==> config.mk <==
export PLATFORM = sky130hd
export DESIGN_NAME = uart_rx_param
export DESIGN_NICKNAME = d
export VERILOG_FILES = /design/src/rtl/uart_rx_param.sv
export SDC_FILE = /design/constraint.sdc
export NUM_CORES = 1
export LEC_CHECK = 0
export CAP_MARGIN = 0
export CELL_PAD_IN_SITES_DETAIL_PLACEMENT = 1
export CELL_PAD_IN_SITES_GLOBAL_PLACEMENT = 1
export CORE_ASPECT_RATIO = 0.7
export CORE_MARGIN = 4
export CORE_UTILIZATION = 34
export CTS_CLUSTER_SIZE = 20
export DETAILED_ROUTE_END_ITERATION = 7
export DONT_BUFFER_PORTS = 1
export PLACE_DENSITY = 0.58
export SYNTH_ARGS = -nofsm -noshare
export SYNTH_HDL_FRONTEND = slang
export SYNTH_SLANG_ARGS = --single-unit
==> constraint.sdc <==
create_clock -name clk -period 2.3 [get_ports clk]
set_input_delay 0.575 -clock clk [delete_from_list [all_inputs] [get_ports clk]]
set_output_delay 0.575 -clock clk [all_outputs]
set_load 0.02 [all_outputs]
==> src/rtl/uart_rx_param.sv <==
// Parametrised UART receiver (sync + 3-sample vote), word out (H+2) cycles into the last stop bit.
// Holds one word under valid/ready; a frame completing while the word is unaccepted is dropped with an overrun pulse.
module uart_rx_param #(
    parameter int CLK_PER_BIT = 434,
    parameter int DATA_BITS   = 7,
    parameter int PARITY      = 1,
    parameter int STOP_BITS   = 1
) (
    input  logic                 clk,
    input  logic                 rst_n,
    input  logic                 rx,
    output logic [DATA_BITS-1:0] data_out,
    output logic                 data_valid,
    input  logic                 data_ready,
    output logic                 parity_err,
    output logic                 frame_err,
    output logic                 overrun_err,
    output logic                 busy
);
    localparam int H  = CLK_PER_BIT / 2;
    localparam int CW = $clog2(CLK_PER_BIT);
    localparam int BW = $clog2(DATA_BITS + 1);
    localparam logic [CW-1:0] CNT_LAST  = CW'(CLK_PER_BIT - 1);
    localparam logic [CW-1:0] SMP0      = CW'(H - 1);
    localparam logic [CW-1:0] SMP1      = CW'(H);
    localparam logic [CW-1:0] DEC       = CW'(H + 1);
    localparam logic [BW-1:0] DATA_LAST = BW'(DATA_BITS - 1);
    localparam logic [BW-1:0] STOP_LAST = BW'(STOP_BITS - 1);

    typedef enum logic [2:0] {S_IDLE, S_START, S_DATA, S_PAR, S_STOP, S_BREAK} state_t;

    state_t                 state_q, state_d;
    logic                   sync_q, rx_s_q;
    logic [CW-1:0]          cnt_q, cnt_d;
    logic [BW-1:0]          bit_q, bit_d;
    logic [1:0]             smp_q, smp_d;
    logic [DATA_BITS-1:0]   shift_q, shift_d;
    logic                   fperr_q, fperr_d, fferr_q, fferr_d;
    logic [DATA_BITS-1:0]   data_q, data_d;
    logic                   valid_q, valid_d, perr_q, perr_d, ferr_q, ferr_d, ovr_q, ovr_d;
    logic                   bit_dec, decide, done, ferr_now;

    // Third vote is the live sample at the decision count.
    assign bit_dec = (smp_q[0] & smp_q[1]) | (smp_q[0] & rx_s_q) | (smp_q[1] & rx_s_q);
    assign decide  = (state_q != S_IDLE) && (state_q != S_BREAK) && (cnt_q == DEC);

    always_comb begin
        state_d  = state_q;
        bit_d    = bit_q;
        smp_d    = smp_q;
        shift_d  = shift_q;
        fperr_d  = fperr_q;
        fferr_d  = fferr_q;
        data_d   = data_q;
        valid_d  = valid_q;
        perr_d   = perr_q;
        ferr_d   = ferr_q;
        ovr_d    = 1'b0;
        done     = 1'b0;
        ferr_now = fferr_q | ~bit_dec;

        if (cnt_q == SMP0) smp_d[0] = rx_s_q;
        if (cnt_q == SMP1) smp_d[1] = rx_s_q;

        if (state_q == S_IDLE || state_q == S_BREAK) cnt_d = '0;
        else if (cnt_q == CNT_LAST)                  cnt_d = '0;
        else                                         cnt_d = cnt_q + CW'(1);

        case (state_q)
            S_IDLE: begin
                // The detecting cycle is count 0 of the start bit.
                if (!rx_s_q) begin
                    state_d = S_START;
                    cnt_d   = CW'(1);
                end
            end
            S_START: begin
                if (decide) begin
                    if (bit_dec) begin
                        state_d = S_IDLE;
                    end else begin
                        state_d = S_DATA;
                        bit_d   = '0;
                        fperr_d = 1'b0;
                        fferr_d = 1'b0;
                    end
                end
            end
            S_DATA: begin
                if (decide) begin
                    shift_d = {bit_dec, shift_q[DATA_BITS-1:1]};
                    bit_d   = bit_q + BW'(1);
                    if (bit_q == DATA_LAST) begin
                        bit_d   = '0;
                        state_d = (PARITY != 0) ? S_PAR : S_STOP;
                    end
                end
            end
            S_PAR: begin
                if (decide) begin
                    fperr_d = (^shift_q ^ bit_dec) != (PARITY == 2);
                    state_d = S_STOP;
                end
            end
            S_STOP: begin
                if (decide) begin
                    fferr_d = ferr_now;
                    bit_d   = bit_q + BW'(1);
                    if (bit_q == STOP_LAST) begin
                        done    = 1'b1;
                        bit_d   = '0;
                        state_d = ferr_now ? S_BREAK : S_IDLE;
                    end
                end
            end
            S_BREAK: begin
                if (rx_s_q) state_d = S_IDLE;
            end
            default: state_d = S_IDLE;
        endcase

        if (valid_q && data_ready) begin
            valid_d = 1'b0;
            perr_d  = 1'b0;
            ferr_d  = 1'b0;
        end
        if (done) begin
            if (!valid_q || data_ready) begin
                data_d  = shift_q;
                perr_d  = fperr_q;
                ferr_d  = ferr_now;
                valid_d = 1'b1;
            end else begin
                ovr_d = 1'b1;
            end
        end
    end

    always_ff @(posedge clk or negedge rst_n) begin
        if (!rst_n) begin
            sync_q  <= 1'b1;
            rx_s_q  <= 1'b1;
            state_q <= S_IDLE;
            cnt_q   <= '0;
            bit_q   <= '0;
            smp_q   <= '0;
            shift_q <= '0;
            fperr_q <= 1'b0;
            fferr_q <= 1'b0;
            data_q  <= '0;
            valid_q <= 1'b0;
            perr_q  <= 1'b0;
            ferr_q  <= 1'b0;
            ovr_q   <= 1'b0;
        end else begin
            sync_q  <= rx;
            rx_s_q  <= sync_q;
            state_q <= state_d;
            cnt_q   <= cnt_d;
            bit_q   <= bit_d;
            smp_q   <= smp_d;
            shift_q <= shift_d;
            fperr_q <= fperr_d;
            fferr_q <= fferr_d;
            data_q  <= data_d;
            valid_q <= valid_d;
            perr_q  <= perr_d;
            ferr_q  <= ferr_d;
            ovr_q   <= ovr_d;
        end
    end

    assign data_out    = data_q;
    assign data_valid  = valid_q;
    assign parity_err  = perr_q;
    assign frame_err   = ferr_q;
    assign overrun_err = ovr_q;
    assign busy        = (state_q != S_IDLE);
endmodule

* Word level (Yosys, flattened, before mapping)
Index checks and enable logic that the tools add are counted.
** Word-level totals
- Register bits :: 39
- Bits in latches :: 0
- RAM bits :: 0
- Memory bits (read-only) :: 0
- Output and inout bits :: 12
- Memories kept :: 0
** Cells by class
- Add/sub/neg operators :: 2
- Multiply operators :: 0
- Div/mod/pow operators :: 0
- $lt $le $gt $ge :: 0
- Eq/ne operators :: 20
- Shift-type cells :: 0
- Mux-type cells :: 42
- Bitwise logic cells :: 8
- Reduce and logical (&&, ||, !) cells :: 19
** Operators with widths (count)
- $mux W3 :: 15
- $mux W9 :: 4
- $eq A9 B8 Y1 const B :: 3
- $mux W1 :: 18
- $ne A2 B2 Y1 const B :: 9
- $pmux W3 S6 :: 1
- $add A9 B1 Y9 const B :: 1
- $eq A3 B3 Y1 const B :: 3
- $eq A9 B9 Y1 const B :: 1
- $pmux W3 S3 :: 1
- $reduce_and A4 Y1 :: 2
- $reduce_and A8 Y1 :: 1
- $reduce_xor A7 Y1 :: 1
- $eq A3 B2 Y1 const B :: 2
- $logic_not A3 Y1 :: 2
- $reduce_bool A3 Y1 :: 2
- $reduce_and A5 Y1 :: 1
- $pmux W1 S2 :: 2
- $reduce_and A2 Y1 :: 2
- $reduce_bool A2 Y1 :: 2
- $add A3 B1 Y3 const B :: 1
- $and A1 B1 Y1 :: 3
- $eq A3 B1 Y1 const B :: 1
- $logic_and A1 B1 Y1 :: 3
- 7 further kinds :: 10

* Depth between registers and ports, before layout
Gate-level depths: netlist of the first run.
- Depth after elaboration :: 9
- Gate-level depth with buffers :: 7
- Depth with buffers taken out :: 7

* Worst setup path before layout of the first run
Ideal clock, no wire load.
- Kind :: reg2reg
- Start :: register bit_q[0]
- End :: register data_q[0] (netlist: data_out[0])
- Setup time :: 0.125 ns
- Arrival time :: 1.604 ns
- Data required time :: 2.175 ns
- Slack :: 0.571 ns
- Cell stages (with the launch flop) :: 7
- Path buffers :: 0
- Clock period less this slack :: 1.729 ns
- Cell sequence :: dfrtp_1 > inv_1 > ha_1 > nor2b_1 > nand3_1 > nor3_4 > mux2_2
** Between the ends
- Cells in the longest elaborated chain, start to end :: 5
** RTL lines
- start: declaration :: RTL line 35 : logic [BW-1:0] bit_q, bit_d;
- start signal: assignment :: RTL line 160 : bit_q <= bit_d;
- $logic_not A3 Y1 :: RTL line 109 : if (bit_q == STOP_LAST) begin
- $mux W1 :: RTL line 109
- $mux W1 :: RTL line 106 : if (decide) begin
- $mux W1 :: RTL line 69 : case (state_q)
- $reduce_and A2 Y1 (no source line)
- end signal: assignment :: RTL line 165 : data_q <= data_d;
- end: declaration :: RTL line 39 : logic [DATA_BITS-1:0] data_q, data_d;
No other way between the ends.
A chain may end at the register's enable or synchronous reset.

* Worst setup path after layout of the first run
- Start :: register state_q[2]
- End :: output port busy
** Between the ends
- Cells in the longest elaborated chain, start to end :: 1
** RTL lines
- start: declaration :: RTL line 32 : state_t state_q, state_d;
- start signal: assignment :: RTL line 158 : state_q <= state_d;
- $reduce_bool A3 Y1 :: RTL line 178 : assign busy = (state_q != S_IDLE);
- end: declaration :: RTL line 18 : output logic busy
No other way between the ends.

==> reports/results.tsv, run 1 <==
metric	value	unit
Req. time, crit path	1.73	ns
number of port buffers	0	
peak supply drop	0.303	mV
Initial Util	36.5	%
I/O pins	16	
Post-Syn Instances	180	
synthesized area	1980	sq um
Setup crit end kind	output pin	
RSZ-0062 raised after global routing	false	
CP arrival	1.41	ns
R2R Path End	data_out[6]	
sequential fraction of design power	56.8	%
CP Class	register to output pin	
critical path, cell by cell	or3_1	
CTS Buf Count	5	
Worst-Skew Late Latency	0.29	ns
max layer used	met4	
worst-case reg-to-reg path depth	6	
GRT Total Usage	13.0	%
clock buffer depth	2	
Slowest-stage cell, CP	or3_1	
commonest cells after routing, fill and taps aside	dfrtp_1, nor2_1, mux2_2, nand2_1	
Final Max Slew Viols	0	
Mapped Nets	191	
n_diodes	0	
DRT met1 WL	2.06	mm
Crit Path Max Fanout	15	
Detail Route Antenna Nets	0	
first-pass GRT wire length	7.20	mm
slack of the worst reg-to-reg path	0.32	ns
Pleak	0.000974	uW
CTS sink count	39	
Clk network pwr share	41.8	%
post-synthesis sequential area ratio	49.4	%
metal2 WL	1.83	mm
Nets	199	
WP buf/inv	0	
number of max-cap violations	0	
clock-pin slew on the worst setup and hold paths	0.08	ns
TritonCTS clock tree	done	
commonest non-fill, non-tap cell in the layout	dfrtp_1	
Post-Layout Cell Count	261	
share of layout cells above drive strength 1	21.2	%
Area Overhead vs Synth	11.3	%
initial antenna violation count	0	
number of global-route vias before repair	1406	
H-tree levels	2	
setup_tns	0	ns
post-CTS resize count	0	
max incr delay on CP	0.57	ns
final setup violation count	0	
Initial DRC Count	41	
GRT overflow	0	
Final Hold Fails	0	
DR WL/cell	15.9	um
vias	1311	
FP Rows	22	
Total Wirelength	4.15	mm
HP Class	primary input to asynchronous set/reset pin	
gp weighted congestion	0.847	
ys async rst share	100	%
final HPWL from detailed placement	2.98	mm
pwr dens	552	nW/um^2
Sw Share	20.6	%
Max Clock Skew	0.00761	ns
largest net degree at the start of global routing	38	
Slew HR	69.3	%
Placed Cells	252	
met3 WL	206	um
NetSw	250	uW
drt drc	0	
Startpoint Class	register	
Main synth FF type	dfrtp_1	
outcome	complete, no violations	
Post-Syn Area per Cell	11.0	sq um
Int Pwr	965	uW
Distinct cells, synth	42	
CP top delay family	simple AND/OR/NAND/NOR gates	
Vias per Instance	5.02	
Period minus WS final	1.99	ns
Worst Max-Slew Pin Slew	0.460	ns
Die H	71.8	um
Final Cycle Share	86.3	%
f_max	0.504	GHz
combinational power share	1.3	%
Post-synth EDFFs	0	
#FFs+latches synth	39	
Die ar.	7130	sq um
Chip Width	99.2	um
FF-to-FF Start	bit_q[0]	
Core Footprint	5420	sq um
CTS Root Cell	clkbuf_8	
drt pass-1 iters	4	
Yosys warning count	0	
registers in the layout, indices dropped and copies added, names as in the netlist:
register     cells
cnt_q            9
data_out         7
shift_q          7
bit_q            3
state_q          3
smp_q            2
data_valid       1
fferr_q          1
fperr_q          1
frame_err        1
overrun_err      1
parity_err       1
rx_s_q           1
sync_q           1
metal layers:
layer  GRT usage, %  vias up
met1           18.1      654
met2           19.0       16
met3           4.28        5
met4           4.09        0
li1               -      636
met5              0        -
final cells by class:
| type | count | area, sq um |
|---|---|---|
| fill | 590 | 3220 |
| sequential | 39 | 978 |
| multi-input combinational | 132 | 966 |
| clock buffer | 7 | 96.3 |
| tap | 72 | 90.1 |
| timing repair buffer | 4 | 42.5 |
| inverter | 6 | 22.5 |
| clock inverter | 1 | 7.51 |
what timing repair did:
action                                  4_1_cts  5_1_grt
setup buffers                                 0        0
endpoints found under the hold margin        37        0
hold buffers                                  1        0
endpoints found under the setup margin        0        0
cell usage after synthesis, drive strengths merged, types with 3 or more instances:
cell type / n / area (sq um)
xor2: 8 / 70.1
a21oi: 7 / 35.0
xnor2: 6 / 52.6
nor2b: 5 / 31.3
nor3: 4 / 31.3
dfrtp: 37 / 926
o21ai: 11 / 55.1
inv: 6 / 22.5
o31ai: 3 / 22.5
mux2: 16 / 180
nor2: 18 / 75.1
nand2b: 4 / 32.5
nand3: 5 / 37.5
nand2: 15 / 56.3
ha: 7 / 87.6
worst max path at each step:
stage                     from          end  slack, ns  depth (start not counted)
finish              state_q[2]         busy       0.31                          1
global route          bit_q[0]  data_out[4]       0.14                          6
CTS                   bit_q[0]  data_out[3]       0.26                          6
detailed placement    bit_q[0]  data_out[3]       0.28                          6
global placement      bit_q[0]  data_out[4]       0.43                          6
floorplan             bit_q[0]  data_out[0]       0.57                          6
through the flow:
step	cell area (sq um)	utilization, %	setup slack, ns	hold slack (ns)	power [uW]
2_1_floorplan	1980	-	0.571	0.279	703
3_3_place_gp	2080	38.3	0.427	0.281	704
3_5_place_dp	2080	38.3	0.275	0.281	704
4_1_cts	2200	40.6	0.263	0.109	1240
5_1_grt	2200	40.6	0.142	0.0948	1280
6_report	2200	40.6	0.314	0.122	1220
kinds of logic after synthesis:
logic type / share of synthesized area [%]
AND/OR/NAND/NOR: 19.5
flip-flops: 49.4
AO/OA/AOI/OAI: 8.03
multiplexers: 10.1
XOR/XNOR: 6.19
buffers and inverters: 1.77
adder cells (fa/ha/maj): 4.99
power groups by stage:
stage	logic, uW	registers [uW]	clock network [uW]
global placement	0.264	704	0
floorplan	0.264	703	0
global route	20.1	691	572
detailed placement	0.264	704	0
finish	16.4	690	509
CTS	18.1	690	534
(Power assumes the default switching activity.)
==> run 2, diff against run 1 <==
--- a/config.mk
+++ b/config.mk
@@ -5,7 +5,6 @@
 export SDC_FILE = /design/constraint.sdc
 export NUM_CORES = 1
 export LEC_CHECK = 0
-export CAP_MARGIN = 0
 export CELL_PAD_IN_SITES_DETAIL_PLACEMENT = 1
 export CELL_PAD_IN_SITES_GLOBAL_PLACEMENT = 1
 export CORE_ASPECT_RATIO = 0.7
==> results of run 2 <==
Final layout, timing and power as in run 1 (identical DEF).
